**src/rtl/cache_mem_arbiter.sv**
```systemverilog
// Arbitrates the shared memory line port between the I-cache miss port and the
// D-cache miss/writeback port, one whole line transaction at a time.
module cache_mem_arbiter #(
    parameter int LINE_WIDTH = 256,
    parameter int ADDR_WIDTH = 32
) (
    input  logic                  clk,
    input  logic                  reset,
    input  logic                  i_read,
    input  logic [ADDR_WIDTH-1:0] i_address,
    output logic [LINE_WIDTH-1:0] i_rdata,
    output logic                  i_resp,
    input  logic                  d_read,
    input  logic                  d_write,
    input  logic [ADDR_WIDTH-1:0] d_address,
    input  logic [LINE_WIDTH-1:0] d_wdata,
    output logic [LINE_WIDTH-1:0] d_rdata,
    output logic                  d_resp,
    output logic                  mem_read,
    output logic                  mem_write,
    output logic [ADDR_WIDTH-1:0] mem_address,
    output logic [LINE_WIDTH-1:0] mem_wdata,
    input  logic [LINE_WIDTH-1:0] mem_rdata,
    input  logic                  mem_resp
);

    typedef enum logic [1:0] {
        IDLE,
        SERVE_I,
        SERVE_D,
        RELEASE
    } state_t;

    state_t state;
    logic   last_grant;
    logic   d_pending;

    assign d_pending = d_read | d_write;

    // last_grant == 0 means I was served last, so a tie goes to D.
    always_ff @(posedge clk) begin
        if (reset) begin
            state      <= IDLE;
            last_grant <= 1'b0;
        end else begin
            case (state)
                IDLE: begin
                    if (i_read && d_pending) begin
                        if (!last_grant) begin
                            state      <= SERVE_D;
                            last_grant <= 1'b1;
                        end else begin
                            state      <= SERVE_I;
                            last_grant <= 1'b0;
                        end
                    end else if (i_read) begin
                        state      <= SERVE_I;
                        last_grant <= 1'b0;
                    end else if (d_pending) begin
                        state      <= SERVE_D;
                        last_grant <= 1'b1;
                    end
                end
                SERVE_I: if (mem_resp) state <= RELEASE;
                SERVE_D: if (mem_resp) state <= RELEASE;
                RELEASE: state <= IDLE;
                default: state <= IDLE;
            endcase
        end
    end

    // Commands come from the registered grant plus the held request lines.
    always_comb begin
        mem_read    = 1'b0;
        mem_write   = 1'b0;
        mem_address = '0;
        mem_wdata   = '0;
        i_resp      = 1'b0;
        d_resp      = 1'b0;
        case (state)
            SERVE_I: begin
                mem_read    = 1'b1;
                mem_address = i_address;
                i_resp      = mem_resp;
            end
            SERVE_D: begin
                mem_read    = d_read & ~d_write;
                mem_write   = d_write;
                mem_address = d_address;
                mem_wdata   = d_wdata;
                d_resp      = mem_resp;
            end
            default: ;
        endcase
    end

    assign i_rdata = mem_rdata;
    assign d_rdata = mem_rdata;

endmodule

```
**config.mk**
```make
export PLATFORM = sky130hd
export DESIGN_NAME = cache_mem_arbiter
export DESIGN_NICKNAME = d
export VERILOG_FILES = /design/src/rtl/cache_mem_arbiter.sv
export SDC_FILE = /design/constraint.sdc
export NUM_CORES = 1
export LEC_CHECK = 0
export ABC_CLOCK_PERIOD_IN_PS = 4100
export BUFFER_PORTS_ARGS = -buffer_cell sky130_fd_sc_hd__buf_2
export CAP_MARGIN = 0
export CORE_AREA = 2 2 543 545
export DETAILED_ROUTE_END_ITERATION = 7
export DIE_AREA = 0 0 545 547
export GPL_TIMING_DRIVEN = 0
export PLACE_DENSITY_LB_ADDON = 0.25
export SLEW_MARGIN = 10
export SYNTH_ARGS = -nofsm -noshare
export SYNTH_HDL_FRONTEND = slang
export SYNTH_SLANG_ARGS = --single-unit
export TNS_END_PERCENT = 10
```
**constraint.sdc**
```tcl
create_clock -name clk -period 4.1 [get_ports clk]
set_clock_uncertainty 0.1 [all_clocks]
set_input_delay 0.41 -clock clk [delete_from_list [all_inputs] [get_ports clk]]
set_output_delay 0.41 -clock clk [all_outputs]
set_load 0.005 [all_outputs]
```
==> results_dict.tcl, run 1 <==
set metrics [dict create \
    status "did not finish" \
    stop_stage "global placement (3_3_place_gp)" \
    stop_error "[ERROR GPL-0305] RePlAce diverged during gradient descent calculation, resulting in an invalid step length (Inf or NaN). This is often caused by numerical instability ..." \
    io_pins 1386 \
    async_flop_share_pct 0 \
    synth-edff-count 0 \
    ys_seq_area_share_pct 0.950 \
    yosys_warnings 0 \
    synthMuxAreaShare_pct 0.317 \
    synth_fp_nets 1489 \
    dieWidth_um 545 \
    synthAdderAreaFrac_pct 0.990 \
    syn_area_um2 6320 \
    synth_top_family_by_area "buffers and inverters" \
    dieHeight_um 547 \
    synthSimpleGateAreaFrac_pct 29.8 \
    syn_area_per_cell_um2 7.01 \
    syn_inst 902 \
    synth_ff_type "dfxtp_1" \
    rows 199 \
    start_util_pct 2.16 \
    synth_cell_types 24 \
    portBuffers 1129 \
    synth_xor_area_share_pct 0 \
    ys_seq_elements 3 \
    synth_compound_area_share_pct 4.69 \
]
cells by family after synthesis:
family          after synthesis
compound gates               39
fa+ha+maj                     5
buf+inv                     553
flops                         3
mux                           2
simple gates                300
synth_stat cells (2+ instances only):
library cell    n  area (um^2)
a21oi_1         2         10.0
clkbuf_1       38          143
and2_1        258         1610
buf_4         512         3840
dfxtp_1         3         60.1
ha_1            5         62.6
nand2_1         2         7.51
a311oi_1        2         17.5
nor2b_1        32          200
mux2i_1         2         20.0
inv_1           2         7.51
a22oi_1        32          240
==> run 2, diff against run 1 <==
Settings changed: CORE_AREA 2 2 543 545 to 2 2 534 536, DIE_AREA 0 0 545 547 to 0 0 536 538, PLACE_DENSITY_LB_ADDON 0.25 to 0.15.
==> run 2 against run 1 <==
Against the previous run: synthesized cell count did not move; the run now ends clean; area after synthesis did not move.
==> results_dict.tcl, run 2 <==
set metrics [dict create \
    status "completed" \
    cp_slowest_cell "clkbuf_1" \
    worstSkewPairLatency_ns 0.23 \
    async_flop_share_pct 0 \
    routabilityCongestion 0.905 \
    mostFrequentLayoutCells "buf_2 (1,130), buf_4 (512), and2_1 (258)" \
    finalSetupViolations 0 \
    maxCapViolations 0 \
    p_leak_nw 8.32 \
    cp.required_ns 3.59 \
    grt_setup_unrepaired "false" \
    grt_pass1_vias 10248 \
    cts_max_path_buffers 2 \
    vias 10500 \
    reg_top3 "state (2), last_grant (1)" \
    layout-drive-gt1-share_pct 81.1 \
    avgViaCountPerCell 1.80 \
    synth_ff_type "dfxtp_1" \
    r2r_slack_ns 1.97 \
    grt_pass1_wl_mm 155 \
    grt_max_degree 11 \
    start_util_pct 2.23 \
    tritoncts "built" \
    r2r-start "state[1]" \
    fmax_ghz 0.277 \
    ys_seq_elements 3 \
    report.final.slew_viol_count 0 \
    fin_nets 2623 \
    worstHoldPathType "input port to register" \
    synth_top_family_by_area "buffers and inverters" \
    drt_first_pass_iters 5 \
    criticalPathCategory "register to output port" \
    yosys.area.top_type "buf_4" \
    synthTopCellsByArea "buf_4 (61%), and2_1 (26%), a22oi_1 (3.8%), nor2b_1 (3.2%), clkbuf_1 (2.3%)" \
    dieWidth_um 536 \
    path_cells "inv_1, ha_2, clkbuf_1, clkbuf_1, and2_1, buf_2" \
    globalRoute.totalOverflow 0 \
    synthMuxAreaShare_pct 0.317 \
    fillers 33831 \
    setup_ws_ns 0.487 \
    regMostFlops "state" \
    io_pins 1386 \
    syn2layout_area_growth_pct 167 \
    synth-edff-count 0 \
    pre_cts_ws_ns 0.193 \
    min_from "reset" \
    crit_path_frequent_cell "clkbuf_1" \
    fin_crit_sh_pct 88.1 \
    largest_reg_flops 2 \
    drt_wl_total_mm 138 \
    ant_nets 0 \
    synthAdderAreaFrac_pct 0.990 \
    synth_xor_area_share_pct 0 \
    worstMarginPinSlew_ns 1.02 \
    yosys_warnings 0 \
    crit_path_start_kind "register" \
    cp-startpoint "state[0]" \
    h-tree-depth 1 \
    rows 196 \
    synthMostInstantiatedCell "buf_4" \
    synth_cell_types 24 \
    post_drt_wl_per_cell_um 23.7 \
    cpPeakStageDelay_ns 0.62 \
    hold_viol_final 0 \
    layout_commonest_cell "buf_2" \
    p_total_mw 4.46 \
    drt_iter0_drc 433 \
    drc 0 \
    dieArea_um2 288000 \
    core_area_um2 283000 \
    synth_compound_area_share_pct 4.69 \
    syn_area_per_cell_um2 7.01 \
    fin_tns_setup_ns 0 \
    clk_transition_reported_paths_ns 0.03 \
    cp_data_arrival_time_ns 3.10 \
    fin_crit_ns 3.61 \
    synthSimpleGateAreaFrac_pct 29.8 \
    power.density_nw_per_um2 265 \
    root_buffer "clkbuf_16" \
    portBuffers 1129 \
    ys_seq_area_share_pct 0.950 \
    cts_buffers 3 \
    cts_setup_buffers 0 \
    slew_headroom_pct 31.8 \
    synth_common_cells "buf_4 (512), and2_1 (258), clkbuf_1 (38)" \
    grt_usage_pct 8.90 \
    synth_fp_nets 1489 \
    ir_drop_mv 0.154 \
    dieHeight_um 538 \
    syn_area_um2 6320 \
    end_kind "output port" \
    crit_fanout 10 \
    clock-sinks 3 \
    dp_hpwl_mm 133 \
    antenna_found_initial 98 \
    syn_inst 902 \
    synth.top_cell.area_share_pct 60.8 \
]
run 2: cell counts after synthesis:
No cell type changed its count.
run 2: what timing repair did:
action / 4_1_cts / 5_1_grt
resized for setup: 1 / 0
hold buffers: 0 / 0
endpoints found under the setup margin: 6 / 0
run 2: final timing paths:
| check | to | depth (start not counted) |
|---|---|---|
| worst max-delay path | mem_wdata[185] | 6 |
| worst min-delay path | state[0] | 2 |
| worst max register to register | state[1] | 6 |
| worst min register to register | last_grant | 1 |
run 2: cells by family (layout without fill, tap and decap cells):
| group | after synthesis | after routing |
|---|---|---|
| buffers and inverters | 553 | 1686 |
| other | 0 | 36 |
| flip-flops | 3 | 3 |
| AO/OA/AOI/OAI | 39 | 39 |
| AND/OR/NAND/NOR | 300 | 300 |
| adder cells (fa/ha/maj) | 5 | 5 |
| multiplexers | 2 | 2 |
run 2: worst max-delay path, delay by kind of cell, from the launching register on:
family                     cells  cell delay [ns]
buffers and inverters          4             1.42
adders and majority gates      1             0.56
and+or+nand+nor                1             0.55
DFF                            1             0.32
run 2: metrics by stage:
step | hold WS (ns) | utilization, % | instance area (um^2) | std cells
finish | 0.344 | 5.95 | 16800 | 5833
global route | 0.352 | 5.93 | 16800 | 5814
CTS | 0.335 | 5.92 | 16800 | 5797
detailed placement | 0.377 | 5.89 | 16700 | 5793
global placement | 0.378 | 5.89 | 16700 | 5793
floorplan | 0.344 | - | 6320 | 902
run 2: metal layers:
metal	global-route usage (%)	up-vias	part of all wire, %
met2	14.0	1115	44
li1	-	4555	-
met1	10.1	4617	38
met4	2.03	48	2.8
met3	5.51	165	15
met5	0	-	0.24
run 2: layout make-up:
cell class              instances  area [um^2]  share of cell area (%)
plain buffers                 551         3990                    23.7
inverters                       2         7.51                  0.0446
well taps                    3762         4710                    27.9
repair buffers               1129         5650                    33.5
clock buffers                   4         78.8                   0.468
diodes                         36         90.1                   0.535
multi-input cells             346         2260                    13.4
flip-flops and latches          3         60.1                   0.356
run 2: power breakdown:
part	internal [mW]	total, mW	switching (mW)
sequential	0.0417	0.0524	0.0108
clock	0.129	0.159	0.0302
combinational	1.54	4.25	2.71
Power figures use the tool's default switching activity.
